File: config.mk
export PLATFORM = sky130hd
export DESIGN_NAME = alu_seq_flat
export DESIGN_NICKNAME = d
export VERILOG_FILES = /design/src/rtl/alu_seq_if.sv /design/src/rtl/alu_seq.sv /design/src/flat_wrapper.sv
export SDC_FILE = /design/constraint.sdc
export NUM_CORES = 1
export LEC_CHECK = 0
export CORE_UTILIZATION = 41
export CTS_CLUSTER_SIZE = 20
export DETAILED_ROUTE_END_ITERATION = 10
export GPL_TIMING_DRIVEN = 0
export PLACE_DENSITY_LB_ADDON = 0.25
export SLEW_MARGIN = 30
export SYNTH_ARGS = -nofsm -noshare
export SYNTH_HDL_FRONTEND = slang
export SYNTH_SLANG_ARGS = --single-unit
File: constraint.sdc
create_clock -name clk -period 8.1 [get_ports clk]
set_clock_uncertainty 0.05 [all_clocks]
set_input_delay 1.215 -clock clk [delete_from_list [all_inputs] [get_ports clk]]
set_output_delay 1.215 -clock clk [all_outputs]
set_load 0.03 [all_outputs]
File: src/rtl/alu_seq_if.sv
// Operand/result handshake bundle for alu_seq: ready/valid in, ready/valid out.
// The master drives operands and consumes results; the slave is the ALU.
interface alu_seq_if #(
    parameter int WIDTH = 8
);
    logic             in_valid;
    logic             in_ready;
    logic [WIDTH-1:0] A;
    logic [WIDTH-1:0] B;
    logic [2:0]       aluop;
    logic             neg;
    logic             out_valid;
    logic             out_ready;
    logic [WIDTH-1:0] O;
    logic [2:0]       flags;

    modport master (
        output in_valid, A, B, aluop, neg, out_ready,
        input  in_ready, out_valid, O, flags
    );

    modport slave (
        input  in_valid, A, B, aluop, neg, out_ready,
        output in_ready, out_valid, O, flags
    );
endinterface

File: src/rtl/alu_seq.sv
// Sequential ALU: single-cycle logic/arith/shift ops, WIDTH-cycle shift-add multiply.
// One result register is held in DONE until consumed; consume and accept may share an edge.
module alu_seq #(
    parameter int WIDTH = 8
) (
    input  logic     clk,
    input  logic     rst_n,
    alu_seq_if.slave bus
);
    localparam int K  = $clog2(WIDTH);
    localparam int CW = $clog2(WIDTH + 1);

    localparam logic [1:0] S_IDLE = 2'd0;
    localparam logic [1:0] S_MUL  = 2'd1;
    localparam logic [1:0] S_DONE = 2'd2;

    localparam logic [2:0] OP_ADD = 3'b000;
    localparam logic [2:0] OP_SUB = 3'b001;
    localparam logic [2:0] OP_AND = 3'b010;
    localparam logic [2:0] OP_OR  = 3'b011;
    localparam logic [2:0] OP_XOR = 3'b100;
    localparam logic [2:0] OP_SHL = 3'b101;
    localparam logic [2:0] OP_SHR = 3'b110;
    localparam logic [2:0] OP_MUL = 3'b111;

    logic [1:0]         state_q, state_d;
    logic [2*WIDTH-1:0] mcand_q, mcand_d;
    logic [2*WIDTH-1:0] acc_q, acc_d;
    logic [WIDTH-1:0]   mplier_q, mplier_d;
    logic [CW-1:0]      cnt_q, cnt_d;
    logic               neg_q, neg_d;
    logic [WIDTH-1:0]   o_q, o_d;
    logic [2:0]         flags_q, flags_d;

    logic               accept;
    logic [WIDTH:0]     sum_ext;
    logic [WIDTH:0]     diff_ext;
    logic [K-1:0]       shamt;
    logic [WIDTH-1:0]   raw;
    logic [WIDTH-1:0]   fin;
    logic               carry;
    logic               ovf;
    logic [2*WIDTH-1:0] acc_step;
    logic [WIDTH-1:0]   mul_fin;

    assign bus.in_ready  = (state_q == S_IDLE) || ((state_q == S_DONE) && bus.out_ready);
    assign accept        = bus.in_valid && bus.in_ready;
    assign bus.out_valid = (state_q == S_DONE);
    assign bus.O         = o_q;
    assign bus.flags     = flags_q;

    // Single-cycle datapath, evaluated straight from the live operands at acceptance.
    always_comb begin
        sum_ext  = {1'b0, bus.A} + {1'b0, bus.B};
        diff_ext = {1'b0, bus.A} - {1'b0, bus.B};
        shamt    = bus.B[K-1:0];
        raw      = '0;
        carry    = 1'b0;
        ovf      = 1'b0;
        case (bus.aluop)
            OP_ADD: begin
                raw   = sum_ext[WIDTH-1:0];
                carry = sum_ext[WIDTH];
                ovf   = (bus.A[WIDTH-1] == bus.B[WIDTH-1]) && (raw[WIDTH-1] != bus.A[WIDTH-1]);
            end
            OP_SUB: begin
                raw   = diff_ext[WIDTH-1:0];
                carry = diff_ext[WIDTH];
                ovf   = (bus.A[WIDTH-1] != bus.B[WIDTH-1]) && (raw[WIDTH-1] != bus.A[WIDTH-1]);
            end
            OP_AND: raw = bus.A & bus.B;
            OP_OR:  raw = bus.A | bus.B;
            OP_XOR: raw = bus.A ^ bus.B;
            OP_SHL: raw = (32'(shamt) >= WIDTH) ? '0 : (bus.A << shamt);
            OP_SHR: raw = (32'(shamt) >= WIDTH) ? '0 : (bus.A >> shamt);
            default: raw = '0;
        endcase
        fin = bus.neg ? ~raw : raw;
    end

    // One shift-add step: add the shifted multiplicand when the multiplier LSB is set.
    always_comb begin
        acc_step = mplier_q[0] ? (acc_q + mcand_q) : acc_q;
        mul_fin  = neg_q ? ~acc_step[WIDTH-1:0] : acc_step[WIDTH-1:0];
    end

    always_comb begin
        state_d  = state_q;
        mcand_d  = mcand_q;
        mplier_d = mplier_q;
        acc_d    = acc_q;
        cnt_d    = cnt_q;
        neg_d    = neg_q;
        o_d      = o_q;
        flags_d  = flags_q;
        if (accept) begin
            if (bus.aluop == OP_MUL) begin
                state_d  = S_MUL;
                mcand_d  = {{WIDTH{1'b0}}, bus.A};
                mplier_d = bus.B;
                acc_d    = '0;
                cnt_d    = '0;
                neg_d    = bus.neg;
            end else begin
                state_d  = S_DONE;
                o_d      = fin;
                flags_d  = {carry, ovf, (fin == '0)};
            end
        end else begin
            case (state_q)
                S_MUL: begin
                    acc_d    = acc_step;
                    mcand_d  = mcand_q << 1;
                    mplier_d = mplier_q >> 1;
                    cnt_d    = cnt_q + CW'(1);
                    if (cnt_q == CW'(WIDTH - 1)) begin
                        state_d = S_DONE;
                        cnt_d   = '0;
                        o_d     = mul_fin;
                        flags_d = {(|acc_step[2*WIDTH-1:WIDTH]), 1'b0, (mul_fin == '0)};
                    end
                end
                S_DONE: begin
                    if (bus.out_ready) begin
                        state_d = S_IDLE;
                    end
                end
                default: state_d = S_IDLE;
            endcase
        end
    end

    always_ff @(posedge clk or negedge rst_n) begin
        if (!rst_n) begin
            state_q  <= S_IDLE;
            mcand_q  <= '0;
            mplier_q <= '0;
            acc_q    <= '0;
            cnt_q    <= '0;
            neg_q    <= 1'b0;
            o_q      <= '0;
            flags_q  <= '0;
        end else begin
            state_q  <= state_d;
            mcand_q  <= mcand_d;
            mplier_q <= mplier_d;
            acc_q    <= acc_d;
            cnt_q    <= cnt_d;
            neg_q    <= neg_d;
            o_q      <= o_d;
            flags_q  <= flags_d;
        end
    end
endmodule

File: src/flat_wrapper.sv
// flat-port wrapper written by rule: the top's interface ports become plain ports
module alu_seq_flat 
#(
    parameter int WIDTH = 8
)
  (clk, rst_n, bus_in_valid, bus_A, bus_B, bus_aluop, bus_neg, bus_out_ready, bus_in_ready, bus_out_valid, bus_O, bus_flags);
  alu_seq_if #(.WIDTH(WIDTH)) bus_i ();
  input  logic clk;
  input  logic rst_n;
  input wire logic [$bits(bus_i.in_valid)-1:0] bus_in_valid;
  input wire logic [$bits(bus_i.A)-1:0] bus_A;
  input wire logic [$bits(bus_i.B)-1:0] bus_B;
  input wire logic [$bits(bus_i.aluop)-1:0] bus_aluop;
  input wire logic [$bits(bus_i.neg)-1:0] bus_neg;
  input wire logic [$bits(bus_i.out_ready)-1:0] bus_out_ready;
  output wire logic [$bits(bus_i.in_ready)-1:0] bus_in_ready;
  output wire logic [$bits(bus_i.out_valid)-1:0] bus_out_valid;
  output wire logic [$bits(bus_i.O)-1:0] bus_O;
  output wire logic [$bits(bus_i.flags)-1:0] bus_flags;
  assign bus_i.in_valid = bus_in_valid;
  assign bus_i.A = bus_A;
  assign bus_i.B = bus_B;
  assign bus_i.aluop = bus_aluop;
  assign bus_i.neg = bus_neg;
  assign bus_i.out_ready = bus_out_ready;
  assign bus_in_ready = bus_i.in_ready;
  assign bus_out_valid = bus_i.out_valid;
  assign bus_O = bus_i.O;
  assign bus_flags = bus_i.flags;
  alu_seq #(.WIDTH(WIDTH)) u_core (.clk(clk), .rst_n(rst_n), .bus(bus_i));
endmodule
======== After elaboration in Yosys (flattened, before gate mapping) ========
Index checks and enable logic that the tools add are counted.
word-level totals
  word-level logic and storage cells ...... 85
  memories kept ........................... 0
  register bits ........................... 58
  input bits .............................. 24
  bits in latches ......................... 0
  bits in writable memories ............... 0
  bits in read-only memories .............. 0
operators by class
  divide/modulo/power cells ............... 0
  shift-type cells ........................ 2
  bitwise logic cells ..................... 5
  add/sub/neg operators ................... 4
  $lt $le $gt $ge ......................... 0
  mux-type cells .......................... 32
  equal/unequal tests ..................... 18
  multipliers ............................. 0
  reductions and logical operators ........ 16
operators with widths
  kind                                                             number
  16-bit two-way mux                                               7
  8-bit two-way mux                                                9
  8-bit case mux with 7 select lines                               1
  16-bit adder                                                     1
  8-bit zero test                                                  2
  4-bit two-way mux                                                4
  8-bit inverter                                                   2
  3-bit == test, second input constant                             4
  3-bit two-way mux                                                4
  8-bit by 8-bit adder with 9-bit output                           1
  8-bit by 8-bit subtractor with 9-bit output                      1
  8-bit AND                                                        1
  2-bit two-way mux                                                4
  8-bit bitwise OR                                                 1
  8-bit OR reduction                                               1
  8-bit by 3-bit << shifter with 8-bit output                      1
  8-bit by 3-bit right shift with 8-bit output                     1
  8-bit bitwise XOR                                                1
  3-bit by 2-bit == test with 1-bit output, second input constant  2
  2-bit AND reduction                                              3
  4-bit by 1-bit adder with 4-bit output, second input constant    1
  4-bit by 3-bit == test with 1-bit output, second input constant  1
  1-bit logical AND                                                4
  2-bit != test, second input constant                             2
  14 further kinds                                                 18

======== Longest topological paths before layout ========
Gate-level depths: netlist of run 1.
  word-level depth ........................ 8
  depth in mapped cells ................... 12
  gate-level depth less buffers ........... 12

======== Worst setup path before layout of run 1 ========
Ideal clock, no wire load.
  path type ............................... input-to-reg
  start point ............................. in bus_B[1]
  end point ............................... reg u_core.flags_q[0], in the netlist u_core.bus.flags[0]
  data arrival time ....................... 3596 ps
  stages .................................. 11
  library setup time ...................... 110 ps
  path slack .............................. 4344 ps
  cells stage by stage .................... buf_4 > buf_2 > inv_1 > ha_1 > or2_0 > a221oi_1 > o211a_1 > o221a_2 > o21ai_0 > xor2_1 > o41ai_1
between the ends
  word-level cells in the longest chain between the ends .. 7
  elaborated cells on any way between the ends .. 13
  those cells by class .................... 2 x add/sub; 2 x shift; 4 x mux; 4 x bitwise; 1 x reduce/logical
RTL lines
  item                                                                       line                RTL
  from (decl)                                                                flat_wrapper.sv:12  input wire logic [$bits(bus_i.B)-1:0] bus_B;
  8-bit by 8-bit subtractor with 9-bit output, or another cell as far along  alu_seq.sv:55       diff_ext = {1'b0, bus.A} - {1'b0, bus.B};
  8-bit case mux with 7 select lines *                                       alu_seq.sv:60       case (bus.aluop)
  8-bit inverter                                                             alu_seq.sv:78       fin = bus.neg ? ~raw : raw;
  8-bit two-way mux *                                                        alu_seq.sv:78
  8-bit zero test *                                                          alu_seq.sv:107      flags_d = {carry, ovf, (fin == '0)};
  3-bit two-way mux *                                                        alu_seq.sv:97       if (bus.aluop == OP_MUL) begin
  3-bit two-way mux *                                                        alu_seq.sv:96       if (accept) begin
  to (signal assigned)                                                       alu_seq.sv:151      flags_q <= flags_d;
  to (decl)                                                                  alu_seq.sv:33       logic [2:0] flags_q, flags_d;
Mark *: on every way between the ends. The rest lies on a longest branch, timed or not. The select of a mux whose other input is x is not followed.
A chain may end at the register's enable or synchronous reset.

======== Final worst setup path of run 1 ========
Ends and elaborated chain as after synthesis.

==> flow_summary_export.csv, run 1 <==
group,metric,value,unit
timing,fin_crit_sh,57.9,%
clock_tree,ctsHoldBuffers,0,
floorplanning,die_h,120,um
timing,setup_violations,0,
logic_synthesis,synth_ff_type,"dfrtp_1",
clock_tree,cts_setup_buffers,0,
drt,routed_via_density,5.93,
worst_setup_path,cp-end-kind,"flop",
clock_tree,insertion_delay,0.33,ns
logic_synthesis,synth_edf_count,0,
outcome,status,"complete, no violations",
clock_tree,cts_sinks,58,
drt,vias,5481,
worst_hold_path,min_path_type,"reg2reg",
drt,drt_iter0_markers,539,
drt,wl_per_cell,18.0,um
timing,fin_ws,3.41,ns
pwr,ir_drop,116,uV
timing,finalMaxSlewViolations,0,
clock_tree,cts_buffer_depth,2,
timing,hold_viol_final,0,
clock_tree,cts-root-buf,"clkbuf_16",
pwr,cellLeakagePower,2.83,nW
timing,setup_tns,0,ns
grt,grt_pass1_vias,5289,
logic_synthesis,synth_top_cells_by_count,"103 x nand2_1, 58 x dfrtp_1, 58 x nor2_1",
drt,drt-total-wl,16.7,mm
clock_tree,tritoncts,"done",
grt,overflow,0,
floorplanning,die_area,14400,sq um
logic_synthesis,yosysWarnings,0,
timing,worst_slew_pin_slew,0.959,ns
timing,period_minus_slack,4.69,ns
floorplanning,row_count,42,
logic_synthesis,synthArstFlopShare,100,%
place,dp_slack,3.14,ns
finish,nets,812,
finish,area_growth,16.5,%
logic_synthesis,post_synth.cell_area_avg,8.16,sq um
grt,grt_antenna_before_repair,0,
floorplanning,initial_core_util,42.5,%
finish,diodes,0,
grt,grt_pass1_wl,27.2,mm
timing,rsz0062_at_grt,"false",
grt,met2_usage,38.0,%
worst_setup_path,cp.required,8.27,ns
logic_synthesis,yosysMostFrequentCell,"nand2_1",
clock_tree,cts.clk_slew.worst_paths,0.05,ns
clock_tree,cts_max_level,3,
pwr,power_density,321,nW/um^2
logic_synthesis,syn_nets,766,
floorplanning,core_area,13400,sq um
logic_synthesis,syn_inst,698,
worst_setup_path,cp.arrival,4.86,ns
place,io_buffers,34,
grt,grtUsageMet3,4.80,%
logic_synthesis,ys_ff_latch,58,
clock_tree,cts_resized,0,
timing,slew_headroom,35.9,%
grt,grt_max_degree,50,
grt,grt_use_met1,32.3,%
worst_setup_path,critPathLaunchType,"input pin",
finish,drive_above_1_share,9.08,%
logic_synthesis,syn-cell-area,5700,sq um
logic_synthesis,post-synth-top-area-cell,"dfrtp_1",
drt,remaining_drc_errors,0,
logic_synthesis,synthDistinctLibCells,87,
floorplanning,io_pins,37,
timing,max_freq,213,MHz
worst_setup_path,path_class,"in2reg",
logic_synthesis,synthTopCellsByArea,"dfrtp_1 25%, ha_1 9.0%, nand2_1 6.8%",
grt,grt_util_all_layers,24.0,%
job,maxCapViolations,0,
floorplanning,die_w,120,um
drt,antenna_left,0,
logic_synthesis,synth_top_area_share,25.5,%
logic_synthesis,synth-seq-area-share,25.5,%
clock_tree,cts_buffers,9,
place,place.gp.congestion,0.908,
drt,first_pass_iters,7,
grt,grt.busiest_layer,"met2",
worst_setup_path,worst-path-max-fanout,10,
place,dp_hpwl,12.8,mm
power breakdown:
group	total [mW]	internal [mW]	switching (mW)	leakage, nW
sequential	0.508	0.410	0.0986	0.722
clock	0.445	0.309	0.136	0.165
combinational	1.18	0.502	0.675	1.94
total	2.13	1.22	0.910	2.83
cell type report:
| class | count | area (sq um) |
|---|---|---|
| Clock buffer | 10 | 239 |
| Clock inverter | 6 | 114 |
| Multi-Input combinational cell | 554 | 3840 |
| Sequential cell | 58 | 1450 |
| Fill cell | 1314 | 6770 |
| Inverter | 40 | 150 |
| Buffer | 46 | 250 |
| Timing Repair Buffer | 35 | 365 |
| Tap cell | 176 | 220 |
per-stage QoR:
step           hold slack, ns  power [mW]  util, %  std cells  instance area, sq um
2_1_floorplan           0.405        1.37        -        698                  5700
3_3_place_gp            0.417        1.63     46.7        908                  6260
3_5_place_dp            0.421        1.67     46.9        909                  6280
4_1_cts                 0.437        2.12     49.5        925                  6630
5_1_grt                 0.473        2.28     49.5        925                  6630
6_report                0.430        2.13     49.5        925                  6630
worst max-delay path: stages:
cell	delay, ns
clkdlybuf4s50_1	0.53
buf_4	0.23
buf_2	0.28
inv_1	0.17
ha_1	0.39
or2_0	0.24
a221oi_1	0.47
o211a_1	0.32
a221oi_1	0.11
o21ai_0	0.37
xor2_1	0.17
o41ai_1	0.37
final timing paths:
| path | depth (start not counted) | endpoint | slack [ns] | from |
|---|---|---|---|---|
| min in group asynchronous | 1 | u_core.bus.O[7] | 0.66 | rst_n |
| max in group asynchronous | 2 | u_core.mcand_q[13] | 6.87 | rst_n |
| worst min-delay path | 1 | u_core.bus.O[1] | 0.43 | u_core.bus.O[1] |
| worst max register to register | 11 | u_core.bus.flags[2] | 4.86 | u_core.mcand_q[0] |
| worst min register to register | 1 | u_core.bus.O[1] | 0.43 | u_core.bus.O[1] |
| worst max-delay path | 12 | u_core.bus.flags[0] | 3.41 | bus_B[1] |
metal layers:
metal  vias up  wire length (um)
li1       2620                 -
met1      2628              7600
met2       209              7640
met3        24              1090
met4         0               348
met5         -                 0
registers in the layout, summed over array words and instances, names as in the netlist:
| signal | cells |
|---|---|
| u_core.mcand_q | 16 |
| u_core.mplier_q | 8 |
| u_core.neg_q | 1 |
| u_core.cnt_q | 4 |
| u_core.acc_q | 16 |
| u_core.bus.O | 8 |
| u_core.bus.flags | 3 |
| u_core.state_q | 2 |
cells in the final DEF (no fill, tap or decap), drive strengths merged, types with 5 or more instances in the layout:
cell             n
a211oi           9
a21o             5
a21oi           36
a221oi           5
a31oi           24
and2             7
and3             6
buf             17
clkbuf          40
clkdlybuf4s50   33
dfrtp           58
ha              41
inv             40
mux2i           17
mux4             9
nand2          103
nand2b          11
nand3           10
nand3b           5
nor2            58
nor2b           11
nor3            11
o211ai           9
o21a             5
o21ai           50
o31ai            5
or3              5
or4              7
xnor2           16
xor2            11
cells by family (layout without fill, tap and decap cells):
logic type	Yosys count	count (layout)	synth area share, %
compound gates	196	196	23.9
xor+xnor	27	27	4.28
fa+ha+maj	44	44	10.1
buf+inv	86	137	7.03
flops	58	58	25.5
mux	29	29	7.14
simple gates	258	258	22.1
Power figures use the tool's default switching activity.
==> inputs of run 2 (changes only) <==
- clock period: 8.1 -> 4.9 ns (I/O delays scaled with it)
==> results of run 2 <==
The final DEF is identical to that of run 1. Status: complete, no violations.
Among the figures that moved: setup slack after placement 3.14 ns -> 0.416 ns; setup slack after layout 3.41 ns -> 0.689 ns; hold slack 0.430 ns -> 0.184 ns; register-to-register setup slack 4.86 ns -> 1.66 ns; total power 2.13 mW -> 3.52 mW; worst IR drop on VDD 116 uV -> 191 uV
==> variant 1: new RTL, config.mk and constraints of run 1 <==
`WIDTH` is set to 8 in 3 places; all go to 4.
--- a/src/rtl/alu_seq_if.sv
+++ b/src/rtl/alu_seq_if.sv
@@ -1,7 +1,7 @@
 // Operand/result handshake bundle for alu_seq: ready/valid in, ready/valid out.
 // The master drives operands and consumes results; the slave is the ALU.
 interface alu_seq_if #(
-    parameter int WIDTH = 8
+    parameter int WIDTH = 4
 );
     logic             in_valid;
     logic             in_ready;
--- a/src/rtl/alu_seq.sv
+++ b/src/rtl/alu_seq.sv
@@ -1,7 +1,7 @@
 // Sequential ALU: single-cycle logic/arith/shift ops, WIDTH-cycle shift-add multiply.
 // One result register is held in DONE until consumed; consume and accept may share an edge.
 module alu_seq #(
-    parameter int WIDTH = 8
+    parameter int WIDTH = 4
 ) (
     input  logic     clk,
     input  logic     rst_n,
--- a/src/flat_wrapper.sv
+++ b/src/flat_wrapper.sv
@@ -1,7 +1,7 @@
 // flat-port wrapper written by rule: the top's interface ports become plain ports
 module alu_seq_flat 
 #(
-    parameter int WIDTH = 8
+    parameter int WIDTH = 4
 )
   (clk, rst_n, bus_in_valid, bus_A, bus_B, bus_aluop, bus_neg, bus_out_ready, bus_in_ready, bus_out_valid, bus_O, bus_flags);
   alu_seq_if #(.WIDTH(WIDTH)) bus_i ();
Ports: changed (resized bus_A, bus_B and bus_O); port bits go from 37 to 25. The function was not compared with the original's and may differ.
==> variant 1 against run 1 <==
- cell area shrank 53%
- sequential share of layout area increased by 4.7 points
- total power decreased by 57%
- first-iteration DRC count fell by 73%
- register-to-register slack better by 0.88 ns
- wire length decreased by 62%
- sequential cell count fell by 25
- area after synthesis is 53% lower
- setup slack gained 0.71 ns
==> variant 1: results (changes against run 1) <==
Drt first pass iters = 4 (was 7)
Clk root buf = clkbuf_8 (was clkbuf_16)
Synth cell types = 52 (was 87)
Layout fillers = 610 (was 1314)
Port Buffer Count = 20 (was 34)
Reg2reg setup slack = 5.74 ns (was 4.86 ns)
Syn Area/Cell = 8.53 µm² (was 8.16 µm²)
Worst slew margin = 0.508 (was 0.359)
Vias in the first global route = 2237 (was 5289)
Avg WL per Cell = 15.0 µm (was 18.0 µm)
Tcrit/Tclk final = 0.492 (was 0.579)
CP peak stage delay = 0.56 ns (was 0.53 ns)
Net Count, Synth = 357 (was 766)
Top Registers = u_core.acc_q (8), u_core.mcand_q (8) (was u_core.acc_q (16), u_core.mcand_q (16))
DP Worst Slack = 3.80 ns (was 3.14 ns)
Run status = finished, final reports clean (unchanged)
Placer Congestion = 0.872 (was 0.908)
Nets = 385 (was 812)
Vias per inst = 5.57 (was 5.93)
Total GRT Usage = 0.196 (was 0.240)
R2R Path Start = u_core.acc_q[0] (was u_core.mcand_q[0])
R2R depth = 9 (was 11)
RR Endpoint = u_core.bus.flags[0] (was u_core.bus.flags[2])
Share of cells above drive strength 1 = 0.0896 (was 0.0908)
Pleak = 1.41 nW (was 2.83 nW)
Global-route wire length before repair = 10900 µm (was 27200 µm)
Synth Area in Adders = 0.119 (was 0.101)
HPWL Detailed = 4900 µm (was 12800 µm)
Area Growth Syn to Fin = 15.0% (was 16.5%)
## variant 1: cell count changes after synthesis, moves of 19 or more
| cell | before | now |
|---|---|---|
| nand2_1 | 103 | 46 |
| ha_1 | 41 | 21 |
| nor2_1 | 58 | 21 |
| o21ai_0 | 47 | 21 |
| clkbuf_1 | 30 | 9 |
| a21oi_1 | 35 | 11 |
| dfrtp_1 | 58 | 33 |
| inv_1 | 40 | 21 |
## variant 1: per-layer routing
metal,vias up,global-route usage,share of wire
li1,1182,-,-
met1,1114,0.276,0.49
met2,52,0.313,0.47
met3,8,0.0239,0.032
met4,0,0.0658,0.014
met5,-,0,0
## variant 1: area by class of cell
cell class                 instances  area share
timing repair buffer              21      0.0716
tap                               77      0.0310
inverter                          21      0.0254
clock buffer                       5      0.0221
clock inverter                     3     0.00563
sequential                        33       0.266
buffer                            19      0.0314
multi-input combinational        244       0.547
## variant 1: worst max-delay path: cells and delay by family
family | cells | cell delay, ns
compound gates | 5 | 0.99
fa+ha+maj | 1 | 0.36
buf+inv | 3 | 0.99
mux | 1 | 0.10
simple gates | 1 | 0.46
## variant 1: power breakdown
group / internal (W) / total (W) / leakage, nW / switching [W]
Combinational: 0.000218 / 0.000505 / 0.944 / 0.000286
Clock: 0.0000593 / 0.000125 / 0.0439 / 0.0000657
Sequential: 0.000233 / 0.000281 / 0.418 / 0.0000478
Total: 0.000511 / 0.000910 / 1.41 / 0.000400
## variant 1: cells by family (layout without fill, tap and decap cells)
family | count (synthesis) | after routing
simple gates | 105 | 105
compound gates | 81 | 81
buf+inv | 40 | 69
flops | 33 | 33
fa+ha+maj | 24 | 24
mux | 18 | 18
xor+xnor | 16 | 16
==> variant 2: new RTL, config.mk and constraints of run 1 <==
Made on the original files. Reset style: synchronous (`rst_n`), changed in one clocked block.
--- a/src/rtl/alu_seq.sv
+++ b/src/rtl/alu_seq.sv
@@ -130,7 +130,7 @@
         end
     end
 
-    always_ff @(posedge clk or negedge rst_n) begin
+    always_ff @(posedge clk) begin
         if (!rst_n) begin
             state_q  <= S_IDLE;
             mcand_q  <= '0;
Behaviour: differs if rst_n is asserted again (counterexample within 4 cycles, from zero or initial values and one cycle with rst_n low); with rst_n held inactive, the same outputs for 4 cycles.
==> variant 2 against run 1 <==
- die area decreased by 6.5%
- setup slack improved by 0.085 ns
- sequential cell count unchanged
- cell area decreased by 6.7%
- wire length fell by 3.6%
- core utilization fell by 0.45 points
- highest routed layer unchanged
- count of clock-buffer cells in the layout unchanged
- area after synthesis is 6.6% lower
- critical path depth unchanged
- first-iteration DRC count is 15% lower
Power is not compared: it rests on default switching activity, and its combinational part moved more than twofold at a synthesized area within 25%.
==> variant 2: results (changes against run 1) <==
Clock H-tree levels = 3 (unchanged)
Vias in the first global route = 5045 (was 5289)
Layout fillers = 1322 (was 1314)
Seq/Total Area, Yosys = 0.218 (was 0.255)
Reg2reg setup slack = 5.20 ns (was 4.86 ns)
Placement Cell Area = 5890 µm² (was 6280 µm²)
Hold Startpoint = u_core.mcand_q[12] (was u_core.bus.O[1])
Worst Hold Slack = 0.429 ns (was 0.430 ns)
Worst slew margin = 0.577 (was 0.359)
Net Count, Synth = 770 (was 766)
Setup bufs post-CTS = 0 (unchanged)
Nets = 816 (was 812)
Post-synth top area share = 0.218 (was 0.255)
Synth Flop Type = dfxtp_1 (was dfrtp_1)
Ys Warns = 0 (unchanged)
R2R Path Start = u_core.mcand_q[0] (unchanged)
Share of cells above drive strength 1 = 0.0584 (was 0.0908)
Clk root buf = clkbuf_16 (unchanged)
Total GRT Usage = 0.248 (was 0.240)
RR Endpoint = u_core.bus.flags[2] (unchanged)
HP Class = register to register (unchanged)
DP Worst Slack = 3.27 ns (was 3.14 ns)
Ant. Diodes = 0 (unchanged)
Pleak = 2.40 nW
Top Registers = u_core.acc_q (16), u_core.mcand_q (16) (unchanged)
Worst Hold Path EP = u_core.mcand_q[13] (was u_core.bus.O[1])
Total CTS buffers = 9 (unchanged)
CTS resizes = 0 (unchanged)
Antenna violations before repair = 0 (unchanged)
Cell Pwr Density = 148 nW/µm²
Drt first pass iters = 5 (was 7)
VDD IR max = 0.115 mV
Vias per inst = 5.88 (was 5.93)
Leading post-synthesis cells by instance count = 78 x nand2_1, 63 x nor2_1, 58 x dfxtp_1 (was 103 x nand2_1, 58 x dfrtp_1, 58 x nor2_1)
Synth cell types = 71 (was 87)
Async S/R FF share, synth = 0 (was 1.00)
Clock-pin slew on the worst setup and hold paths = 0.05 ns (about the same)
WP data arrival = 4.78 ns (was 4.86 ns)
HPWL Detailed = 12400 µm (was 12800 µm)
R2R depth = 11 (unchanged)
Port Buffer Count = 35 (was 34)
Avg WL per Cell = 17.4 µm (was 18.0 µm)
Top cells by area, synth = dfxtp_1 22%, ha_1 9.6%, nand2_1 5.5% (was dfrtp_1 25%, ha_1 9.0%, nand2_1 6.8%)
Global-route wire length before repair = 26100 µm (was 27200 µm)
Worst-Skew Late Latency = 0.33 ns (about the same)
Critical path peak fanout = 10 (unchanged)
Starting DRT DRC Count = 456 (was 539)
Placer Congestion = 0.960 (was 0.908)
Run status = finished, final reports clean (unchanged)
Largest net degree at the start of global routing = 12 (was 50)
Hold depth = 2 (was 1)
Clk buf depth = 2 (unchanged)
-- variant 2: cell types whose count changed in the layout (fill, tap and decap cells not counted), moves of 6 or more --
cell | run 1 | this run
a21oi_1 | 35 | 55
a311oi_1 | 4 | 17
dfxtp_1 | 0 | 58
xnor2_1 | 15 | 25
nand2_1 | 103 | 78
a31oi_1 | 24 | 16
o21ai_0 | 47 | 32
dfrtp_1 | 58 | 0
nand3_1 | 10 | 41
inv_1 | 40 | 34
-- variant 2: final cells by class --
class                   count  area share
multi-input cells         562       0.618
inverters                  34      0.0206
plain buffers              48      0.0333
repair buffers             35      0.0566
well taps                 172      0.0348
clock inverters             6      0.0107
flip-flops and latches     58       0.188
clock buffers              10      0.0386
-- variant 2: metrics by stage --
step	power [W]	cells
floorplan	0.000461	702
CTS	0.000918	925
global placement	0.000532	909
finish	0.000918	925
global route	0.000957	925
detailed placement	0.000535	909
-- variant 2: logic make-up (layout without fill, tap and decap cells) --
kind of cell,count (synthesis),after routing,synth area share
AOI/OAI and AO/OA,196,196,0.251
xor gates and xnor gates,33,33,0.0543
adders and majority gates,44,44,0.108
buffers and inverters,82,133,0.0628
DFF,58,58,0.218
muxes,29,29,0.0724
and+or+nand+nor,260,260,0.233
-- variant 2: how the worst max path moves through the flow --
stage                     slack [ns]  startpoint                  end
after global routing            3.29    bus_B[1]  u_core.bus.flags[0]
after detailed placement        3.27    bus_B[1]  u_core.bus.flags[0]
after floorplan                 4.47    bus_B[1]  u_core.bus.flags[0]
final                           3.49    bus_B[1]  u_core.bus.flags[0]
after global placement          3.30    bus_B[1]  u_core.bus.flags[0]
after CTS                       3.60    bus_B[1]  u_core.bus.flags[0]
-- variant 2: metal layers --
metal	share of wire	GRT usage
met1	0.46	0.320
met2	0.49	0.431
met3	0.047	0.0377
met4	0.010	0.0624
met5	0	0
-- variant 2: where the power goes --
| part | switching, W | internal (W) | leakage (nW) | total (W) |
|---|---|---|---|---|
| clock | 0.000139 | 0.000246 | 0.141 | 0.000384 |
| combinational | 0.000140 | 0.0000899 | 1.79 | 0.000230 |
| sequential | 0.00000722 | 0.000296 | 0.471 | 0.000303 |
| total | 0.000286 | 0.000632 | 2.40 | 0.000918 |
-- variant 2: critical path, cell delays in order --
cell	delay, ns
clkdlybuf4s50_1	0.53
buf_6	0.17
buf_2	0.25
inv_1	0.19
ha_1	0.36
o21ba_2	0.24
nor4_1	0.42
o31ai_1	0.25
xor2_1	0.20
a221oi_2	0.42
xnor2_1	0.17
o41ai_2	0.36
